===== config.mk =====
export PLATFORM = sky130hd
export DESIGN_NAME = pack_loader_ctrl
export DESIGN_NICKNAME = d
export VERILOG_FILES = /design/src/rtl/pack_loader_ctrl.sv
export SDC_FILE = /design/constraint.sdc
export NUM_CORES = 1
export LEC_CHECK = 0
export CAP_MARGIN = 30
export CORE_MARGIN = 5
export CORE_UTILIZATION = 35
export CTS_CLUSTER_DIAMETER = 150
export DETAILED_ROUTE_END_ITERATION = 7
export PLACE_DENSITY_LB_ADDON = 0.05
export REMOVE_ABC_BUFFERS = 1
export SYNTH_ARGS = -nofsm -noshare
export SYNTH_HDL_FRONTEND = slang
export SYNTH_SLANG_ARGS = --single-unit

===== constraint.sdc =====
create_clock -name clk -period 3.5 [get_ports clk]
set_clock_uncertainty 0.2 [all_clocks]
set_input_delay 0.7 -clock clk [delete_from_list [all_inputs] [get_ports clk]]
set_output_delay 0.7 -clock clk [all_outputs]
set_load 0.02 [all_outputs]

===== src/rtl/pack_loader_ctrl.sv =====
// pack_loader_ctrl
// Takes a framed command from the UART receiver: SOF, PACK_NUM payload bytes,
// then an XOR checksum. A good frame is buffered and replayed byte by byte into
// the diff_freq_serial_out engine once that engine is idle. The host gets ACK
// or NAK back over UART TX.
//
// Strobe semantics: every *_tick and o_tx_start is a single-cycle valid pulse.
// There is no ready/backpressure. A receiver must take the data in the cycle
// the strobe is high. i_rx_data is only meaningful while i_rx_done_tick is high.
// o_data is meaningful while o_data_tick is high and keeps its value between
// ticks. o_tx_data is valid from o_tx_start until the i_tx_done_tick that
// returns the FSM to IDLE.
// o_dbg_state shows the FSM state encoding (S_* below) so external checkers can
// follow it.

module pack_loader_ctrl #(
  parameter int         DATA_BIT = 32,
  parameter int         PACK_NUM = (DATA_BIT / 8) * 2 + 1,
  parameter logic [7:0] SOF      = 8'hA5,
  parameter logic [7:0] ACK      = 8'h06,
  parameter logic [7:0] NAK      = 8'h15,
  parameter int         TIMEOUT  = 100000,
  parameter int         TO_BIT   = 17,
  parameter int         GAP      = 16
) (
  input  logic        clk,
  input  logic        rst,
  input  logic [7:0]  i_rx_data,
  input  logic        i_rx_done_tick,
  input  logic        i_done_tick,
  output logic [7:0]  o_data,
  output logic        o_data_tick,
  output logic        o_tx_start,
  output logic [7:0]  o_tx_data,
  input  logic        i_tx_done_tick,
  output logic        o_busy,
  output logic [15:0] o_pack_cnt,
  output logic [7:0]  o_err_cnt,
  output logic [2:0]  o_dbg_state
);

  localparam int IDX_W = (PACK_NUM > 1) ? $clog2(PACK_NUM) : 1;
  localparam int GAP_W = $clog2(GAP + 1);

  localparam logic [IDX_W-1:0]  LAST_IDX = IDX_W'(PACK_NUM - 1);
  localparam logic [GAP_W-1:0]  GAP_END  = GAP_W'(GAP);
  localparam logic [TO_BIT-1:0] TO_END   = TO_BIT'(TIMEOUT - 1);

  localparam logic [2:0] S_IDLE     = 3'd0;
  localparam logic [2:0] S_COLLECT  = 3'd1;
  localparam logic [2:0] S_CHECK    = 3'd2;
  localparam logic [2:0] S_WAIT_ENG = 3'd3;
  localparam logic [2:0] S_REPLAY   = 3'd4;
  localparam logic [2:0] S_RESP     = 3'd5;

  logic [2:0]        state_q,     state_d;
  logic [IDX_W-1:0]  idx_q,       idx_d;
  logic [7:0]        csum_q,      csum_d;
  logic [TO_BIT-1:0] to_cnt_q,    to_cnt_d;
  logic [IDX_W-1:0]  ridx_q,      ridx_d;
  logic [GAP_W-1:0]  gap_q,       gap_d;
  logic              eng_busy_q,  eng_busy_d;
  logic [7:0]        data_q,      data_d;
  logic              data_tick_q, data_tick_d;
  logic              tx_start_q,  tx_start_d;
  logic [7:0]        tx_data_q,   tx_data_d;
  logic [15:0]       pack_cnt_q,  pack_cnt_d;
  logic [7:0]        err_cnt_q,   err_cnt_d;
  logic [7:0]        buf_q [PACK_NUM];
  logic [7:0]        buf_d [PACK_NUM];

  logic              err_inc;
  logic              eng_set;
  logic              to_expired;
  logic [IDX_W-1:0]  idx_nxt;
  logic [IDX_W-1:0]  ridx_nxt;

  assign idx_nxt    = idx_q + 1'b1;
  assign ridx_nxt   = ridx_q + 1'b1;
  assign to_expired = (to_cnt_q == TO_END);

  // Next-state logic: FSM, buffer writes, replay pacing, timeout and counters.
  always_comb begin
    state_d     = state_q;
    idx_d       = idx_q;
    csum_d      = csum_q;
    to_cnt_d    = '0;
    ridx_d      = ridx_q;
    gap_d       = gap_q;
    data_d      = data_q;
    data_tick_d = 1'b0;
    tx_start_d  = 1'b0;
    tx_data_d   = tx_data_q;
    pack_cnt_d  = pack_cnt_q;
    buf_d       = buf_q;
    err_inc     = 1'b0;
    eng_set     = 1'b0;

    case (state_q)
      S_IDLE: begin
        if (i_rx_done_tick && (i_rx_data == SOF)) begin
          state_d = S_COLLECT;
          idx_d   = '0;
          csum_d  = 8'h00;
        end
      end

      S_COLLECT: begin
        if (i_rx_done_tick) begin
          buf_d[idx_q] = i_rx_data;
          csum_d       = csum_q ^ i_rx_data;
          idx_d        = idx_nxt;
          if (idx_q == LAST_IDX) begin
            state_d = S_CHECK;
          end
        end else if (to_expired) begin
          state_d    = S_RESP;
          tx_start_d = 1'b1;
          tx_data_d  = NAK;
          err_inc    = 1'b1;
        end else begin
          to_cnt_d = to_cnt_q + 1'b1;
        end
      end

      S_CHECK: begin
        if (i_rx_done_tick) begin
          if (i_rx_data == csum_q) begin
            state_d = S_WAIT_ENG;
          end else begin
            state_d    = S_RESP;
            tx_start_d = 1'b1;
            tx_data_d  = NAK;
            err_inc    = 1'b1;
          end
        end else if (to_expired) begin
          state_d    = S_RESP;
          tx_start_d = 1'b1;
          tx_data_d  = NAK;
          err_inc    = 1'b1;
        end else begin
          to_cnt_d = to_cnt_q + 1'b1;
        end
      end

      S_WAIT_ENG: begin
        // Bytes arriving while a frame is pending are an overrun. They are dropped.
        if (i_rx_done_tick) begin
          err_inc = 1'b1;
        end
        if (!eng_busy_q) begin
          state_d     = S_REPLAY;
          ridx_d      = '0;
          gap_d       = '0;
          data_d      = buf_q[0];
          data_tick_d = 1'b1;
        end
      end

      S_REPLAY: begin
        if (i_rx_done_tick) begin
          err_inc = 1'b1;
        end
        // gap_q == 0 marks the cycle in which the tick for buf[ridx] is on the output.
        if ((gap_q == '0) && (ridx_q == LAST_IDX)) begin
          state_d    = S_RESP;
          eng_set    = 1'b1;
          pack_cnt_d = pack_cnt_q + 16'd1;
          tx_start_d = 1'b1;
          tx_data_d  = ACK;
        end else if (gap_q == GAP_END) begin
          gap_d       = '0;
          ridx_d      = ridx_nxt;
          data_d      = buf_q[ridx_nxt];
          data_tick_d = 1'b1;
        end else begin
          gap_d = gap_q + 1'b1;
        end
      end

      S_RESP: begin
        if (i_rx_done_tick) begin
          err_inc = 1'b1;
        end
        if (i_tx_done_tick) begin
          state_d = S_IDLE;
        end
      end

      default: begin
        state_d = S_IDLE;
      end
    endcase
  end

  // Engine occupancy. Setting it at the end of a replay wins over a coincident done.
  always_comb begin
    eng_busy_d = eng_set | (eng_busy_q & ~i_done_tick);
  end

  // Error counter: at most one increment per cycle, holds at 8'hFF once reached.
  always_comb begin
    err_cnt_d = err_cnt_q;
    if (err_inc && (err_cnt_q != 8'hFF)) begin
      err_cnt_d = err_cnt_q + 8'd1;
    end
  end

  // Control and output registers with synchronous reset.
  always_ff @(posedge clk) begin
    if (rst) begin
      state_q     <= S_IDLE;
      idx_q       <= '0;
      csum_q      <= 8'h00;
      to_cnt_q    <= '0;
      ridx_q      <= '0;
      gap_q       <= '0;
      eng_busy_q  <= 1'b0;
      data_q      <= 8'h00;
      data_tick_q <= 1'b0;
      tx_start_q  <= 1'b0;
      tx_data_q   <= 8'h00;
      pack_cnt_q  <= 16'h0000;
      err_cnt_q   <= 8'h00;
    end else begin
      state_q     <= state_d;
      idx_q       <= idx_d;
      csum_q      <= csum_d;
      to_cnt_q    <= to_cnt_d;
      ridx_q      <= ridx_d;
      gap_q       <= gap_d;
      eng_busy_q  <= eng_busy_d;
      data_q      <= data_d;
      data_tick_q <= data_tick_d;
      tx_start_q  <= tx_start_d;
      tx_data_q   <= tx_data_d;
      pack_cnt_q  <= pack_cnt_d;
      err_cnt_q   <= err_cnt_d;
    end
  end

  // Payload buffer. Its contents are don't-care after reset, so it has no reset.
  always_ff @(posedge clk) begin
    buf_q <= buf_d;
  end

  assign o_data      = data_q;
  assign o_data_tick = data_tick_q;
  assign o_tx_start  = tx_start_q;
  assign o_tx_data   = tx_data_q;
  assign o_busy      = (state_q != S_IDLE);
  assign o_pack_cnt  = pack_cnt_q;
  assign o_err_cnt   = err_cnt_q;
  assign o_dbg_state = state_q;

endmodule


==> metrics.yaml, run 1 <==
finish:
  diodes: 0
  mostFrequentLayoutCell: "sky130_fd_sc_hd__dfxtp_1"
  multiInputGateArea_sq_um: 2680
  post-route-util_pct: 43.9
  num-nets-final: 680
  proportion_of_layout_cells_with_a_drive_suffix_above_1_pct: 15.1
  sequential_cell_area_sq_um: 3840
  layout.cells.most_common_list: "84 x sky130_fd_sc_hd__dfxtp_1, 72 x sky130_fd_sc_hd__nor2_1, 72 x sky130_fd_sc_hd__edfxtp_1, 57 x sky130_fd_sc_hd__clkdlybuf4s50_1, 38 x sky130_fd_sc_hd__xor2_1"
  area_growth_syn_to_layout_pct: 23.3
  summed_area_of_non_filler_cells_in_the_final_layout_sq_um: 8230
  n_fill_cell: 1759
worst_setup_path:
  timing_worst_setup_path_type: "flip-flop to output pin"
  critical_path.startpoint_type: "flip-flop"
  worst-endpoint-required_ps: 2600
  setup.worst_path.end_class: "output pin"
  worstReg2RegStart: "o_dbg_state[2]$_SDFFE_PP0P_"
  critical_path.max_fanout: 14
  startpoint: "o_dbg_state[1]$_SDFFE_PP0P_"
  reg2reg_setup_slack_ps: 750
  arrival_ps: 1970
clock_network:
  cts_tree: "yes"
  clk_latency_ps: 430
  number_of_buffers_inserted_to_repair_setup_after_cts: 0
  cts_hold_repair.buffers: 0
  cts.reportedPaths.clkPinSlew_ps: 70
  h-tree-depth: 4
  cts.sinks: 156
  cts_root_buf: "sky130_fd_sc_hd__clkbuf_16"
  tritoncts.num_buffers: 17
  clock_tree.buffer_depth: 2
  post_cts_resized: 0
run_status:
  status: "complete, no violations"
sta:
  final-hold-violation-count: 0
  relSlewSlack_pct: 42.9
  final.period_utilization_pct: 82.1
  fmax_mhz: 348
  setup_viol: 0
  final.min_clock_period_ps: 2870
  finalSetupTns_ps: 0
  timing_worst_slew_pin_value_ps: 857
  rsz_0062_raised_after_global_routing: "false"
  max_slew_violation_count: 0
  fin_worst_hold_slack_ps: 269
run:
  timing.max_cap.violations: 0
pwr:
  vdd_drop_max_mv: 0.345
  post-layout-total-power_uw: 4260
  cellPowerDensity_nw_per_um2: 517
  cellLeakagePower_uw: 0.00276
die:
  design.die.area_sq_um: 21900
  design.portCount: 59
  initial_core_utilization_pct: 35.6
  fp.coreArea_sq_um: 18800
  die_height_microns: 148
  die_w_microns: 148
  std_cell_rows: 50
synth:
  synth_seq_area_share_pct: 57.6
  synth_seq_cells: 156
  synth_top_flop_cell: "sky130_fd_sc_hd__dfxtp_1"
  asyncSetResetFlopFracSynth_pct: 0
  synth.yosys.warnings: 0
  gate_count_post_synth: 571
  post_synth_num_cell_types: 58
  synth.avg_cell_area_sq_um: 11.7
  mappedNetlistArea_sq_um: 6680
  synth_enable_flop_cells: 72
global_routing:
  grt.total_usage_pct: 14.6
  wire_length_of_the_first_global_routing_pass_mm: 24.4
  leftover_overflow_at_the_end_of_global_routing: 0
  grt_start_max_net_pins: 25
  grt_antenna_before_repair: 0
  first_global_vias: 4414
drt:
  routed_wl_mm: 15.6
  detailedRoute.firstIterationViolations: 206
  route.antenna.remaining_nets: 0
  dr_total_vias: 4572
  number_of_remaining_drc_errors: 0
  pre_antenna_drt_iters: 5
  viasPerCell: 5.06
  routed_wire_length_per_instance_microns: 17.3
hold_path:
  hp-class: "flip-flop to flip-flop"
  worst_hold_startpoint: "to_cnt_q[0]$_SDFF_PP0_"
placed_design:
  routabilityCongestion: 0.774
  placedInstanceArea_sq_um: 7680
  portBuffers: 58
  dp_hpwl_mm: 10.8
## stage by stage
| step | instances | setup WS (ps) |
|---|---|---|
| 5_1_grt | 903 | 516 |
| 6_report | 903 | 626 |
| 4_1_cts | 903 | 606 |
| 3_5_place_dp | 871 | 242 |
| 2_1_floorplan | 548 | 195 |
| 3_3_place_gp | 871 | 267 |
## synth_stat cells, types with 4 or more instances
| library cell | instances | area, sq um |
|---|---|---|
| sky130_fd_sc_hd__dfxtp_1 | 84 | 1680 |
| sky130_fd_sc_hd__ha_1 | 11 | 138 |
| sky130_fd_sc_hd__mux4_2 | 16 | 360 |
| sky130_fd_sc_hd__edfxtp_1 | 72 | 2160 |
| sky130_fd_sc_hd__or3_1 | 9 | 56.3 |
| sky130_fd_sc_hd__a21oi_1 | 23 | 115 |
| sky130_fd_sc_hd__or4bb_1 | 4 | 45.0 |
| sky130_fd_sc_hd__a221oi_1 | 8 | 70.1 |
| sky130_fd_sc_hd__nor3b_1 | 7 | 52.6 |
| sky130_fd_sc_hd__clkbuf_1 | 18 | 67.6 |
| sky130_fd_sc_hd__nand2_1 | 31 | 116 |
| sky130_fd_sc_hd__nand4_1 | 10 | 62.6 |
| sky130_fd_sc_hd__and2_1 | 9 | 56.3 |
| sky130_fd_sc_hd__xor2_1 | 38 | 333 |
| sky130_fd_sc_hd__inv_1 | 15 | 56.3 |
| sky130_fd_sc_hd__nor4_1 | 12 | 75.1 |
| sky130_fd_sc_hd__o21ai_0 | 13 | 65.1 |
| sky130_fd_sc_hd__nand3_1 | 13 | 65.1 |
| sky130_fd_sc_hd__mux2_2 | 8 | 90.1 |
| sky130_fd_sc_hd__and3_1 | 9 | 56.3 |
| sky130_fd_sc_hd__nor2_1 | 72 | 270 |
| sky130_fd_sc_hd__xnor2_1 | 15 | 131 |
| sky130_fd_sc_hd__nor3_1 | 22 | 110 |
| sky130_fd_sc_hd__buf_2 | 4 | 20.0 |
| sky130_fd_sc_hd__nor2b_1 | 4 | 25.0 |
## layer usage
metal / GRT usage (%) / share of wire (%)
met5: 0 / 0
met4: 4.16 / 1.1
met3: 4.08 / 4.7
met2: 23.6 / 48
met1: 19.2 / 46
## critical path, stage by stage, from the launching register on
cell and delay, ps:
sky130_fd_sc_hd__dfxtp_1 600, sky130_fd_sc_hd__nor2_1 200, sky130_fd_sc_hd__nand2_1 140, sky130_fd_sc_hd__clkdlybuf4s50_1 620
## path summary, 6_finish.rpt
check,endpoint,cells after the start
max reg2reg,o_tx_start$_SDFF_PP0_,6
min reg2reg,to_cnt_q[0]$_SDFF_PP0_,1
max,o_busy,3
min,to_cnt_q[0]$_SDFF_PP0_,1
## state kept, by name, indices dropped and copies added (netlist names)
name	flops
buf_q	72
csum_q	8
eng_busy_q	1
gap_q	5
idx_q	4
o_data	8
o_data_tick	1
o_dbg_state	3
o_err_cnt	8
o_pack_cnt	16
o_tx_data	8
o_tx_start	1
ridx_q	4
to_cnt_q	17
## kinds of logic after synthesis
| kind of cell | after synthesis | synth area share, % |
|---|---|---|
| AOI/OAI and AO/OA | 65 | 6.37 |
| DFF | 156 | 57.6 |
| buffers and inverters | 38 | 2.36 |
| muxes | 26 | 7.05 |
| and+or+nand+nor | 222 | 17.7 |
| xor gates and xnor gates | 53 | 6.95 |
| adders and majority gates | 11 | 2.06 |
## power breakdown
| group | leakage, uW | total (uW) | switching, uW | internal (uW) |
|---|---|---|---|---|
| logic | 0.00118 | 500 | 299 | 201 |
| clock network | 0.000256 | 1730 | 801 | 926 |
| registers | 0.00133 | 2030 | 61.7 | 1970 |
| total | 0.00276 | 4260 | 1160 | 3100 |
## layout make-up
cell class | instances | area share [%]
well taps | 234 | 3.56
multi-input cells | 377 | 32.5
repair buffers | 89 | 9.82
clock inverters | 15 | 1.55
flip-flops and latches | 156 | 46.7
inverters | 15 | 0.684
clock buffers | 17 | 5.17
(Power assumes the default switching activity.)
==> run 2, diff against run 1 <==
==> constraint.sdc (replaced) <==
create_clock -name clk -period 2.8 [get_ports clk]
set_clock_uncertainty 0.2 [all_clocks]
set_input_delay 0.56 -clock clk [delete_from_list [all_inputs] [get_ports clk]]
set_output_delay 0.56 -clock clk [all_outputs]
set_load 0.02 [all_outputs]
==> run 2 against run 1 <==
  * Non-clock buffer count is 10 higher
  * Clock power is 43% higher
  * Largest power group unchanged
  * Global-route usage is 0.45 points higher
  * Utilization is 1.5 points higher
  * Register-to-register slack worse by 590 ps
==> metrics.yaml, run 2 (same netlist as run 1, synthesis figures left out) <==
run:
  timing.max_cap.violations: 0
drt:
  met3WireLength_microns: 517
  routed_wire_length_per_instance_microns: 17.3
  route.antenna.remaining_nets: 0
  number_of_remaining_drc_errors: 0
  viasPerCell: 5.10
  routed_wl_mm: 15.8
  detailedRoute.firstIterationViolations: 140
  highest_layer: "met4"
  pre_antenna_drt_iters: 5
  wirelength_met1_mm: 7.40
  wl_met2_mm: 7.71
  dr_total_vias: 4664
placed_design:
  routabilityCongestion: 0.758
  dp_slack_ps: -195
  numPlacedInstances: 881
  portBuffers: 58
  dp_hpwl_mm: 10.8
die:
  design.portCount: 59
  std_cell_rows: 50
  die_height_microns: 148
  design.die.area_sq_um: 21900
  initial_core_utilization_pct: 35.6
  fp.coreArea_sq_um: 18800
  die_w_microns: 148
worst_setup_path:
  cp_top_family: "simple AND/OR/NAND/NOR gates"
  critical_path.n_buffers_inverters: 0
  reg2reg_setup_slack_ps: 160
  arrival_ps: 2790
  worstSetupEndpoint: "o_err_cnt[5]$_SDFFE_PP0P_"
  timing_worst_setup_path_type: "flip-flop to flip-flop"
  startpoint: "to_cnt_q[12]$_SDFF_PP0_"
  critical_path.max_fanout: 8
  timing.critical_path.slowest_cell_delay_ps: 570
  cpMaxStageDelayCell: "sky130_fd_sc_hd__or4bb_1"
  worst-path-stages: 6
  r2r_cells: 6
  worstReg2RegStart: "to_cnt_q[12]$_SDFF_PP0_"
  worst-endpoint-required_ps: 2950
  setup.worst_path.end_class: "flip-flop"
  worstReg2RegEnd: "o_err_cnt[5]$_SDFFE_PP0P_"
  critical_path.startpoint_type: "flip-flop"
  timing.critical_path.cells: "or4bb_1, or4_4, nor2_4, o21ai_4, or4_1, a21oi_1"
finish:
  mostFrequentLayoutCell: "sky130_fd_sc_hd__dfxtp_1"
  n_fill_cell: 1771
  area_growth_syn_to_layout_pct: 27.5
  fin_cells: 914
  max_flop_register: "buf_q"
  proportion_of_layout_cells_with_a_drive_suffix_above_1_pct: 16.6
  largest_register_ffs: 72
  layout.cells.most_common_list: "84 x sky130_fd_sc_hd__dfxtp_1, 72 x sky130_fd_sc_hd__nor2_1, 72 x sky130_fd_sc_hd__edfxtp_1, 57 x sky130_fd_sc_hd__clkdlybuf4s50_1, 38 x sky130_fd_sc_hd__xor2_1"
  num-nets-final: 690
global_routing:
  wire_length_of_the_first_global_routing_pass_mm: 25.6
  grt_start_max_net_pins: 59
  grt_antenna_before_repair: 0
  grt.total_usage_pct: 15.0
  leftover_overflow_at_the_end_of_global_routing: 0
  first_global_vias: 4639
clock_network:
  cts_hold_repair.buffers: 0
  h-tree-depth: 4
  clk_latency_ps: 420
  cts.reportedPaths.clkPinSlew_ps: 60
  post_cts_resized: 0
  cts_tree: "yes"
  tritoncts.num_buffers: 17
  cts.sinks: 156
  clock_tree.buffer_depth: 2
  cts_root_buf: "sky130_fd_sc_hd__clkbuf_16"
  number_of_buffers_inserted_to_repair_setup_after_cts: 0
pwr:
  vdd_drop_max_mv: 0.417
  cellLeakagePower_uw: 0.00290
  post-layout-total-power_uw: 5680
  cellPowerDensity_nw_per_um2: 668
sta:
  final.period_utilization_pct: 94.4
  fmax_mhz: 378
  rsz_0062_raised_after_global_routing: "false"
  setup_viol: 0
  max_slew_violation_count: 0
  final.min_clock_period_ps: 2640
  final-hold-violation-count: 0
  relSlewSlack_pct: 59.9
  timing_worst_slew_pin_value_ps: 601
  timing.final.ws_setup_ps: 158
run_status:
  status: "complete, no violations"
hold_path:
  hp-class: "flip-flop to flip-flop"
  worst_hold_startpoint: "to_cnt_q[0]$_SDFF_PP0_"
==> run 2: cell types whose count changed in the layout (fill, tap and decap cells not counted), moves of 2 or more <==
cell | before | now
sky130_fd_sc_hd__buf_12 | 0 | 8
sky130_fd_sc_hd__buf_4 | 31 | 33
sky130_fd_sc_hd__bufinv_16 | 0 | 4
sky130_fd_sc_hd__clkbuf_8 | 0 | 2
sky130_fd_sc_hd__clkinvlp_4 | 5 | 2
sky130_fd_sc_hd__inv_6 | 6 | 0
sky130_fd_sc_hd__nor3_1 | 22 | 20
sky130_fd_sc_hd__nor3_2 | 0 | 2
==> run 2: layer usage <==
layer,GRT usage (%),vias to the layer above
met3,3.47,10
li1,-,2273
met5,0,-
met1,20.6,2292
met2,24.2,89
met4,3.97,0
==> run 2: stage by stage <==
| step | setup TNS [ps] | hold WS, ps | cell area (sq um) | util (%) |
|---|---|---|---|---|
| after floorplan | -10150 | 226 | 6580 | - |
| after global placement | -2490 | 245 | 7850 | 41.8 |
| after detailed placement | -3530 | 253 | 7850 | 41.8 |
| after CTS | 0 | 267 | 8500 | 45.3 |
| after global routing | 0 | 299 | 8510 | 45.3 |
| final | 0 | 262 | 8510 | 45.4 |
==> run 2: worst min-delay path by stage <==
stage	endpoint	slack (ps)	cells after the start
4_1_cts	o_tx_data[4]$_SDFFE_PP0P_	270	2
3_3_place_gp	o_tx_data[4]$_SDFFE_PP0P_	240	2
5_1_grt	o_tx_data[5]$_SDFFE_PP0P_	300	1
2_1_floorplan	to_cnt_q[0]$_SDFF_PP0_	230	1
6_report	to_cnt_q[0]$_SDFF_PP0_	260	1
3_5_place_dp	to_cnt_q[0]$_SDFF_PP0_	250	1
==> run 2: report_power, final <==
group | leakage (uW) | internal [uW] | switching, uW
Sequential | 0.00133 | 2460 | 54.6
Clock | 0.000309 | 1550 | 924
Combinational | 0.00126 | 290 | 406
==> run 2: layout make-up <==
cell class | instances | area [sq um] | share of cell area, %
Antenna cell | 1 | 2.50 | 0.0294
Clock buffer | 19 | 453 | 5.32
Clock inverter | 13 | 190 | 2.23
Inverter | 15 | 56.3 | 0.661
Multi-Input combinational cell | 377 | 2690 | 31.6
Sequential cell | 156 | 3840 | 45.1
Tap cell | 234 | 293 | 3.44
Timing Repair Buffer | 99 | 983 | 11.6
==> run 2: worst register-to-register path: cells and delay by family, from the launching register on <==
family             cells  cell delay (ps)
DFF                    1              350
AOI/OAI and AO/OA      2              250
and+or+nand+nor        4             1770
==> run 3, diff against run 2 <==
--- a/config.mk
+++ b/config.mk
@@ -11,6 +11,7 @@
 export CTS_CLUSTER_DIAMETER = 150
 export DETAILED_ROUTE_END_ITERATION = 7
 export PLACE_DENSITY_LB_ADDON = 0.05
+export RECOVER_POWER = 50
 export REMOVE_ABC_BUFFERS = 1
 export SYNTH_ARGS = -nofsm -noshare
 export SYNTH_HDL_FRONTEND = slang
==> run 3 against run 2 <==
  * Sequential power is essentially flat
  * Final cell count shrank 0.11%
  * Flip-flop and latch count is the same
  * Cell area shrank 0.78%
  * Die area is the same
  * Utilization shrank 0.35 points
  * Critical endpoint is now csum_q[6]$_SDFFE_PP0P_
  * Clock power is essentially flat
  * Highest routed layer unchanged
  * Combinational power shrank 3%
  * Worst hold slack is essentially flat
  * Clock-buffer cell count is the same
==> metrics.yaml, run 3 (same netlist as run 1, synthesis figures left out) <==
sta:
  final.period_utilization_pct: 94.4
  setup_viol: 0
  finalSetupTns_ps: 0
  final.min_clock_period_ps: 2640
  relSlewSlack_pct: 60.0
  fmax_mhz: 378
  timing_worst_slew_pin_value_ps: 600
  final-hold-violation-count: 0
  max_slew_violation_count: 0
  rsz_0062_raised_after_global_routing: "false"
finish:
  mostFrequentLayoutCell: "sky130_fd_sc_hd__dfxtp_1"
  largest_register_ffs: 72
  max_flop_register: "buf_q"
  post-route-util_pct: 45.0
  n_fill_cell: 1780
  num-nets-final: 690
  proportion_of_layout_cells_with_a_drive_suffix_above_1_pct: 15.3
  fin_cells: 913
  summed_area_of_non_filler_cells_in_the_final_layout_sq_um: 8450
  diodes: 0
  layout.cells.most_common_list: "84 x sky130_fd_sc_hd__dfxtp_1, 72 x sky130_fd_sc_hd__nor2_1, 72 x sky130_fd_sc_hd__edfxtp_1, 47 x sky130_fd_sc_hd__dlygate4sd3_1, 38 x sky130_fd_sc_hd__xor2_1"
  area_growth_syn_to_layout_pct: 26.5
die:
  initial_core_utilization_pct: 35.6
  std_cell_rows: 50
  design.die.area_sq_um: 21900
  design.portCount: 59
  die_w_microns: 148
  fp.coreArea_sq_um: 18800
  die_height_microns: 148
drt:
  detailedRoute.firstIterationViolations: 135
  routed_wire_length_per_instance_microns: 17.4
  routed_wl_mm: 15.9
  viasPerCell: 5.07
  number_of_remaining_drc_errors: 0
  pre_antenna_drt_iters: 6
  dr_total_vias: 4630
  route.antenna.remaining_nets: 0
global_routing:
  grt_start_max_net_pins: 59
  first_global_vias: 4639
  grt_antenna_before_repair: 0
  leftover_overflow_at_the_end_of_global_routing: 0
  grt.total_usage_pct: 15.0
  wire_length_of_the_first_global_routing_pass_mm: 25.6
worst_setup_path:
  arrival_ps: 2760
  setup.worst_path.end_class: "flip-flop"
  critical_path.startpoint_type: "primary input"
  critical_path.max_fanout: 12
  timing_worst_setup_path_type: "primary input to flip-flop"
  worst-endpoint-required_ps: 2910
clock_network:
  cts_hold_repair.buffers: 0
  number_of_buffers_inserted_to_repair_setup_after_cts: 0
  cts_tree: "yes"
  clk_latency_ps: 420
  tritoncts.num_buffers: 17
  cts.sinks: 156
  h-tree-depth: 4
  post_cts_resized: 0
  clock_tree.buffer_depth: 2
  cts_root_buf: "sky130_fd_sc_hd__clkbuf_16"
  cts.reportedPaths.clkPinSlew_ps: 60
placed_design:
  placedInstanceArea_sq_um: 7850
  numPlacedInstances: 881
  portBuffers: 58
  routabilityCongestion: 0.758
  dp_hpwl_mm: 10.8
hold_path:
  hp-class: "flip-flop to flip-flop"
pwr:
  power.share.clock_pct: 43.6
  sequential_fraction_of_design_power_pct: 44.4
  internal_power_uw: 4280
  combinationalPowerShare_pct: 12.0
  power_switching_uw: 1390
  cellPowerDensity_nw_per_um2: 671
  vdd_drop_max_mv: 0.419
  cellLeakagePower_uw: 0.00300
  netSwitchingFraction_pct: 24.5
run_status:
  status: "complete, no violations"
run:
  timing.max_cap.violations: 0
-- run 3: changes by cell type in the layout (fill, tap and decap cells not counted), sizes merged --
cell / previous run / this run
dlygate4sd3: 0 / 47
clkdlybuf4s50: 57 / 10
clkbuf: 19 / 31
buf: 42 / 30
diode: 1 / 0
-- run 3: final timing paths --
path / from / endpoint / slack (ps) / depth (start not counted)
min: to_cnt_q[0]$_SDFF_PP0_ / to_cnt_q[0]$_SDFF_PP0_ / 260 / 1
max: i_rx_data[7] / csum_q[6]$_SDFFE_PP0P_ / 160 / 9
min reg2reg: to_cnt_q[0]$_SDFF_PP0_ / to_cnt_q[0]$_SDFF_PP0_ / 260 / 1
max reg2reg: to_cnt_q[12]$_SDFF_PP0_ / o_err_cnt[5]$_SDFFE_PP0P_ / 160 / 6
-- run 3: per-stage QoR --
stage               setup WS [ps]  total power, uW  hold slack (ps)
floorplan                    -505             2930              226
global placement             -173             3260              245
detailed placement           -195             3270              253
CTS                          54.9             5760              267
global route                 24.5             5930              296
finish                        156             5670              262
-- run 3: final cells by class --
| cell class | instances | area [sq um] | area share, % |
|---|---|---|---|
| clock buffers | 19 | 453 | 5.36 |
| clock inverters | 13 | 190 | 2.25 |
| inverters | 15 | 56.3 | 0.667 |
| multi-input cells | 377 | 2690 | 31.9 |
| flip-flops and latches | 156 | 3840 | 45.5 |
| well taps | 234 | 293 | 3.47 |
| repair buffers | 99 | 920 | 10.9 |
-- run 3: power by group through the flow --
stage	logic, uW	registers [uW]	clock network, uW
2_1_floorplan	318	2610	0
3_3_place_gp	694	2560	0
3_5_place_dp	701	2570	0
4_1_cts	703	2520	2540
5_1_grt	751	2530	2650
6_report	679	2520	2470
-- run 3: critical path, stage by stage --
cell	delay (ps)
sky130_fd_sc_hd__dlygate4sd3_1	580
sky130_fd_sc_hd__buf_12	150
sky130_fd_sc_hd__or4bb_1	490
sky130_fd_sc_hd__nor2_1	260
sky130_fd_sc_hd__o211a_1	260
sky130_fd_sc_hd__buf_12	150
sky130_fd_sc_hd__nand2_1	60
sky130_fd_sc_hd__xor2_1	170
sky130_fd_sc_hd__nor2_1	50
-- run 3: routing by layer --
metal,GRT usage [%],routed length [microns]
met5,0,0
met4,3.97,181
met3,3.47,562
met2,24.2,7700
met1,20.6,7430
